## config.mk

```make
export PLATFORM = sky130hd
export DESIGN_NAME = fix_point_sm2tc
export DESIGN_NICKNAME = d
export VERILOG_FILES = /design/src/rtl/fixpoint_pkg.sv /design/src/rtl/fixpoint_sm2tc_conv.sv /design/src/rtl/fix_point_sm2tc.sv
export SDC_FILE = /design/constraint.sdc
export NUM_CORES = 1
export LEC_CHECK = 0
export ABC_CLOCK_PERIOD_IN_PS = 4260
export BUFFER_PORTS_ARGS = -buffer_cell sky130_fd_sc_hd__buf_4
export CAP_MARGIN = 20
export CORE_MARGIN = 2
export CORE_UTILIZATION = 54
export DETAILED_ROUTE_END_ITERATION = 12
export GPL_TIMING_DRIVEN = 1
export PLACE_DENSITY = 0.78
export SLEW_MARGIN = 20
export SYNTH_ARGS = -nofsm -noshare
export SYNTH_HDL_FRONTEND = slang
export SYNTH_SLANG_ARGS = --single-unit
export TNS_END_PERCENT = 30
```

## constraint.sdc

```tcl
create_clock -name clk -period 4.26 [get_ports clk]
set_input_delay 0.852 -clock clk [delete_from_list [all_inputs] [get_ports clk]]
set_output_delay 0.852 -clock clk [all_outputs]
set_load 0.03 [all_outputs]
```

## src/rtl/fixpoint_pkg.sv

```systemverilog
// Shared constants and helpers for the fixed-point format converters.
package fixpoint_pkg;

   // Width of the saturation event counter.
   localparam int unsigned SM2TC_CNT_W = 16;

   // Entries in the sign-magnitude to two's-complement output buffer.
   localparam int unsigned FIFO_DEPTH = 2;

   // Bit index of the sign in a sign-magnitude word with w magnitude bits.
   function automatic int unsigned sign_idx(input int unsigned w);
      return w;
   endfunction

endpackage

```

## src/rtl/fixpoint_sm2tc_conv.sv

```systemverilog
// Combinational sign-magnitude to two's-complement converter.
// With FIXPOINT_SM2TC_SAT_EN defined, overflowed words clamp to the nearest
// representable value; otherwise they keep the low Width bits (wrap).
module fixpoint_sm2tc_conv
   import fixpoint_pkg::*;
#(
   parameter int unsigned Width = 15
) (
   input  logic [Width:0]   sm_i,
   output logic [Width-1:0] tc_o,
   output logic             ovf_o
);

   localparam int unsigned   SignIdx = sign_idx(Width);
   // Most negative code, also the largest magnitude that fits when negative.
   localparam logic [Width-1:0] MinNeg = {1'b1, {(Width-1){1'b0}}};
   localparam logic [Width-1:0] MaxPos = ~MinNeg;
   localparam logic [Width-1:0] One    = {{(Width-1){1'b0}}, 1'b1};

   logic             sign;
   logic [Width-1:0] mag;
   logic [Width-1:0] neg;
   logic [Width-1:0] wrapped;

   // Convert and flag words that fall outside the two's-complement range.
   always_comb begin
      sign    = sm_i[SignIdx];
      mag     = sm_i[Width-1:0];
      neg     = ~mag + One;
      wrapped = sign ? neg : mag;
      if (sign) begin
         ovf_o = (mag > MinNeg);
      end else begin
         ovf_o = mag[Width-1];
      end
`ifdef FIXPOINT_SM2TC_SAT_EN
      if (ovf_o) begin
         tc_o = sign ? MinNeg : MaxPos;
      end else begin
         tc_o = wrapped;
      end
`else
      tc_o = wrapped;
`endif
   end

endmodule

```

## src/rtl/fix_point_sm2tc.sv

```systemverilog
// Streaming sign-magnitude to two's-complement converter with a 2-entry
// output buffer. Words are converted on entry so every output is registered.
// Optional feature macro: FIXPOINT_SM2TC_SAT_EN (clamp on overflow, sat_cnt).
module fix_point_sm2tc
   import fixpoint_pkg::*;
#(
   parameter int unsigned Width = 15
) (
   input  logic                   clk,
   input  logic                   RSTn,
   input  logic                   in_valid,
   output logic                   in_ready,
   input  logic [Width:0]         in_data,
   output logic                   out_valid,
   input  logic                   out_ready,
   output logic [Width-1:0]       out_data,
`ifdef FIXPOINT_SM2TC_SAT_EN
   output logic [SM2TC_CNT_W-1:0] sat_cnt,
`endif
   output logic                   out_ovf
);

   logic [Width-1:0] data_q [FIFO_DEPTH];
   logic [Width-1:0] data_d [FIFO_DEPTH];
   logic             ovf_q  [FIFO_DEPTH];
   logic             ovf_d  [FIFO_DEPTH];
   logic [1:0]       count_q, count_d;
   logic             wr_ptr_q, wr_ptr_d;
   logic             rd_ptr_q, rd_ptr_d;
   logic [Width-1:0] conv_data;
   logic             conv_ovf;
   logic             push;
   logic             pop;

   fixpoint_sm2tc_conv #(
      .Width (Width)
   ) u_conv (
      .sm_i  (in_data),
      .tc_o  (conv_data),
      .ovf_o (conv_ovf)
   );

   // Handshake outputs depend only on the registered count.
   always_comb begin
      in_ready  = (count_q != 2'd2);
      out_valid = (count_q != 2'd0);
      out_data  = data_q[rd_ptr_q];
      out_ovf   = ovf_q[rd_ptr_q];
      push      = in_valid & in_ready;
      pop       = out_valid & out_ready;
   end

   // Buffer next state: write converted word at push, advance pointers.
   always_comb begin
      data_d   = data_q;
      ovf_d    = ovf_q;
      wr_ptr_d = wr_ptr_q;
      rd_ptr_d = rd_ptr_q;
      count_d  = count_q;
      if (push) begin
         data_d[wr_ptr_q] = conv_data;
         ovf_d[wr_ptr_q]  = conv_ovf;
         wr_ptr_d         = ~wr_ptr_q;
      end
      if (pop) begin
         rd_ptr_d = ~rd_ptr_q;
      end
      case ({push, pop})
         2'b10:   count_d = count_q + 2'd1;
         2'b01:   count_d = count_q - 2'd1;
         default: count_d = count_q;
      endcase
   end

   // Buffer state register; reset discards any buffered words.
   always_ff @(posedge clk or negedge RSTn) begin
      if (!RSTn) begin
         data_q   <= '{default: '0};
         ovf_q    <= '{default: 1'b0};
         wr_ptr_q <= 1'b0;
         rd_ptr_q <= 1'b0;
         count_q  <= 2'd0;
      end else begin
         data_q   <= data_d;
         ovf_q    <= ovf_d;
         wr_ptr_q <= wr_ptr_d;
         rd_ptr_q <= rd_ptr_d;
         count_q  <= count_d;
      end
   end

`ifdef FIXPOINT_SM2TC_SAT_EN
   logic [SM2TC_CNT_W-1:0] sat_cnt_q, sat_cnt_d;

   // Count pushes of overflowed words, sticking at all-ones.
   always_comb begin
      sat_cnt_d = sat_cnt_q;
      if (push && conv_ovf && (sat_cnt_q != {SM2TC_CNT_W{1'b1}})) begin
         sat_cnt_d = sat_cnt_q + {{(SM2TC_CNT_W-1){1'b0}}, 1'b1};
      end
   end

   // Saturation counter register.
   always_ff @(posedge clk or negedge RSTn) begin
      if (!RSTn) begin
         sat_cnt_q <= '0;
      end else begin
         sat_cnt_q <= sat_cnt_d;
      end
   end

   assign sat_cnt = sat_cnt_q;
`endif

endmodule

```

Word level (Yosys, flattened, before mapping)
Cells that the tools add are included.
{ "word_totals": {"ff_bits": 36, "latchBits": 0, "ram_bits": 0, "romBits": 0, "out_inout_bits": 18, "elab_cells": 42, "memories": 0} }
{ "op_classes": {"addsub": 3, "multipliers": 0, "div_mod_pow": 0, "magnitude_cmp": 4, "n_eq_ne": 3, "shifts": 0, "mux": 15, "bitwise": 7, "reduce_logical": 3} }
{ "op_table": {"columns": ["cell", "count"], "rows": [
  ["two-way mux 15 bit", 5],
  ["bitwise mux 30 bit", 1],
  ["adder 15 x 1 -> 15 bit (second input constant)", 1],
  ["demux 15 bit (select 1 bit)", 1],
  ["> comparator 15 bit (second input constant)", 1],
  ["NOT 15 bit", 1],
  ["two-way mux 1 bit", 5],
  ["greater-or-equal comparator 2 bit (second input constant)", 2],
  ["NOT 1 -> 2 bit", 2],
  ["case mux 2 bit (2 select lines)", 1],
  ["nonzero test 2 bit", 2],
  ["adder 2 x 1 -> 2 bit (second input constant)", 1],
  ["bitwise AND 1 bit", 2],
  ["bitwise mux 2 bit", 1],
  ["== test 2 x 1 -> 1 bit (second input constant)", 1],
  ["== test 2 bit (second input constant)", 1],
  ["less-than comparator 2 x 1 -> 1 bit (second input constant)", 1],
  ["inequality test 2 bit (second input constant)", 1],
  ["NOT 1 bit", 2],
  ["subtractor 2 x 1 -> 2 bit (second input constant)", 1],
  ["demux 1 bit (select 1 bit)", 1],
  ["logical AND 1 bit", 1]
]} }

Logic depth before layout (Yosys ltp)
{ "logic_depth": {"word_depth": 6, "depth_mapped": 7} }

Modules after synthesis
A second synthesis with hierarchy kept.
{ "unflattened": {"cells_unflattened": 149, "area_unflattened_um2": 2006.9} }
{ "modules_own_cells": {"columns": ["mod", "instances", "cells_each", "area_per_inst_um2", "seq_area_each_um2"], "rows": [
  ["fix_point_sm2tc", 1, 103, 1699.1, 900.9],
  ["fixpoint_sm2tc_conv", 1, 46, 307.8, 0.0]
]} }

Worst setup path before layout
No wires, ideal clock.
{ "synth_timing": {"path_kind": "reg-to-output", "start": "register rd_ptr_q", "end": "output port out_data[10]", "t_arrival_ns": 1.404, "required_ns": 3.408, "slack_ns": 2.004, "stages_incl_launch_ff": 4, "n_path_buf": 2, "cell_sequence": "dfrtp_1 -> clkbuf_1 -> clkbuf_1 -> mux2_2"} }
{ "synth_via": {"elab_chain_cells": 4} }
{ "synth_rtl": {"columns": ["item", "line_no", "source"], "rows": [
  ["start: declaration", "fix_point_sm2tc.sv:29", "logic rd_ptr_q, rd_ptr_d;"],
  ["start signal: assignment", "fix_point_sm2tc.sv:87", "rd_ptr_q <= rd_ptr_d;"],
  ["NOT 1 -> 2 bit (not written as such)", "fix_point_sm2tc.sv:47", "out_data = data_q[rd_ptr_q];"],
  ["two-way mux 15 bit (not written as such) (3 in a row)", "fix_point_sm2tc.sv:47", null],
  ["end: declaration", "fix_point_sm2tc.sv:16", "output logic [Width-1:0] out_data,"]
]} }
Every way passes these cells. The select of a mux whose other input is x is not followed.

Final worst setup path
{ "layout_timing": {"start": "register rd_ptr_q", "end": "output port out_data[14]"} }
The elaborated chain is that of the path after synthesis.

==> flow_summary_export.csv <==
group,metric,value,unit
sta,clock-skew-final,0.00387,ns
worst_setup_path,critPathTopFamily,"flip-flops",
synth,synth_seq_cells,36,
worst_setup_path,cpPeakStageDelay,0.86,ns
finish,post-route-util,67.3,%
worst_setup_path,endpoint_kind,"output pin",
sta,hold_viol_final,0,
finish,mostFrequentLayoutCell,"buf_4",
synth,synth_area,1930,µm²
power_and_ir_drop,p_leak,1.06,nW
worst_setup_path,cp-endpoint,"out_data[14]",
route,wirelength,3.87,mm
placed_design,io_buffers,37,
clock_tree,path_clk_slew,0.10,ns
route,vias,1472,
clock_tree,post_cts_buffers,0,
route,met3_wirelength,237,µm
finish,n_antenna_cell,0,
die,row_count,21,
worst_setup_path,r2r_setup_slack,2.11,ns
route,antenna_left,0,
synth,synth_seq_area_share,46.8,%
sta,slew-limit-headroom,30.3,%
route,wl_met1,1.68,mm
clock_tree,clk_latency,0.33,ns
finish,area_growth_syn_to_layout,18.4,%
die,ios,38,
worst_setup_path,setup.worst_path.start,"rd_ptr_q$_DFFE_PN0P_",
clock_tree,clockBufferDepth,2,
route,wl_met2,1.90,mm
sta,min_period,2.65,ns
worst_setup_path,cp.buffers_inverters,1,
route,via_per_inst,5.49,
placed_design,dpl.hpwl,2.78,mm
global_routing,track_usage,22.1,%
synth,syn-num-nets,209,
die,die_h,63.7,µm
global_routing,grt_pass1_wl,6.91,mm
worst_setup_path,r2r-start,"count_q[0]$_DFFE_PN0P_",
global_routing,grt_pass1_vias,1542,
power_and_ir_drop,p_per_area,744,nW/µm²
clock_tree,clockRootBuffer,"clkbuf_4",
placed_design,dpl_worst_slack,1.76,ns
route,drc_errors,0,
clock_tree,cts_hold_buf,0,
clock_tree,clock_sinks,36,
finish,drive_gt1_share,32.4,%
run_status,status,"complete, no violations",
synth,synth_warnings,0,
route,wl_per_cell,14.4,µm
worst_setup_path,reg2reg_to,"ovf_q[0]$_DFFE_PN0P_",
synth,ys_types,30,
clock_tree,htree_levels,2,
worst_setup_path,setup.worst_path.class,"reg2out",
sta,rsz0062_at_grt,"no",
global_routing,grt_max_degree,37,
finish,nNetsFinal,243,
sta,final.setup.tns,0,ns
global_routing,overflow,0,
placed_design,place_congestion,0.716,
route,drt_pass1_iterations,4,
power_and_ir_drop,peakVddDrop,0.000393,V
clock_tree,cts-buffers-inserted,5,
job,max_cap_violations,0,
clock_tree,ctsResizeCount,0,
route,drtIter0Drc,65,
worst_hold_path,hp-class,"in2async",
sta,finalSetupViolations,0,
worst_setup_path,crit_slowest_cell,"dfrtp_1",
die,dieArea,4060,µm²
sta,setup_ws,1.61,ns
worst_setup_path,crit_fanout,17,
synth,syn_avg_cell_area,10.3,µm²
clock_tree,cts_tree,"yes",
route,top_layer,"met4",
die,die_x,63.7,µm
die,start_util,56.8,%
worst_setup_path,cp-start-kind,"register",
sta,slew_violations,0,
die,core,3390,µm²
sta,worst_slew_pin_slew,1.04,ns
worst_setup_path,worst-r2r-cell-count,3,
worst_setup_path,cp_num_cells,2,
worst_setup_path,crit_chain,"mux2_2 > buf_4",
worst_setup_path,worstPathRequired,3.41,ns
global_routing,antenna_found_initial,0,
sta,fmax,0.377,GHz
finish,final_cell_mix,"37 x buf_4, 36 x dfrtp_1, 33 x nand2_1",
synth,syn-instance-count,187,
worst_setup_path,cp.arrival,1.80,ns
sta,fin_crit_sh,62.2,%
## cell type report
cell class / instances / area [µm²]
sequential: 36 / 901
clock buffer: 8 / 58.8
timing repair buffer: 38 / 289
multi-input combinational: 138 / 968
fill: 285 / 1110
tap: 46 / 57.6
inverter: 2 / 7.51
## cell families (layout without fill, tap and decap cells)
| logic type | after synthesis | count (layout) | share of synthesized area [%] |
|---|---|---|---|
| mux | 23 | 23 | 13.2 |
| compound gates | 40 | 40 | 13.0 |
| simple gates | 57 | 57 | 15.5 |
| flops | 36 | 36 | 46.8 |
| xor+xnor | 16 | 16 | 7.27 |
| buf+inv | 13 | 48 | 2.99 |
| fa+ha+maj | 2 | 2 | 1.30 |
## layer usage
layer,global-route usage [%],up-vias
li1,-,722
met4,6.25,0
met5,0,-
met2,38.2,41
met3,6.69,5
met1,26.7,704
## report_power, final
part | switching [mW] | internal (mW) | leakage [nW]
clock network | 0.104 | 0.0814 | 0.0326
logic | 0.502 | 0.384 | 0.584
registers | 0.119 | 0.506 | 0.444
## Yosys cell counts
cell type  count  area, µm²
or2_2          3       18.8
or3_1          2       12.5
nand4b_1       2       17.5
or4_1          3       22.5
mux2i_1        3       30.0
xor2_1        12        105
xnor2_1        4       35.0
dfrtp_1       36        901
a21boi_0       1       7.51
mux2_2        20        225
buf_6          1       11.3
nand3b_1       1       7.51
ha_1           2       25.0
nor2b_1        3       18.8
o31ai_1        3       22.5
clkbuf_1       9       33.8
nand2b_1       2       12.5
o41ai_1        1       8.76
o21ai_0       31        155
o41ai_2        3       48.8
inv_1          2       7.51
nor4_4         1       21.3
buf_2          1       5.00
a21boi_1       1       7.51
and2_1         1       6.26
nand4_1        2       12.5
nand2_1       33        124
or4_4          1       11.3
nand3_1        1       5.00
nor2_1         2       7.51
## state kept, by name (all words and copies together), names as in the netlist
name and cells:
count_q 2, data_q 30, ovf_q 2, rd_ptr_q 1, wr_ptr_q 1
## how the worst min path moves through the flow
stage,startpoint,to,slack (ns),depth (start not counted)
detailed placement,data_q[22]$_DFFE_PN0P_,data_q[22]$_DFFE_PN0P_,0.47,2
global route,RSTn,data_q[9]$_DFFE_PN0P_,0.47,1
global placement,data_q[10]$_DFFE_PN0P_,data_q[10]$_DFFE_PN0P_,0.46,2
finish,RSTn,data_q[22]$_DFFE_PN0P_,0.45,1
floorplan,data_q[0]$_DFFE_PN0P_,data_q[0]$_DFFE_PN0P_,0.44,2
CTS,RSTn,data_q[9]$_DFFE_PN0P_,0.46,1
## through the flow
stage / total power [mW] / hold slack [ns] / cell area, µm² / instances
floorplan: 1.24 / 0.444 / 1930 / 187
global placement: 1.48 / 0.455 / 2210 / 259
detailed placement: 1.52 / 0.466 / 2210 / 259
CTS: 1.71 / 0.459 / 2270 / 267
global route: 1.83 / 0.467 / 2280 / 268
finish: 1.70 / 0.453 / 2280 / 268
(Power assumes the default switching activity.)
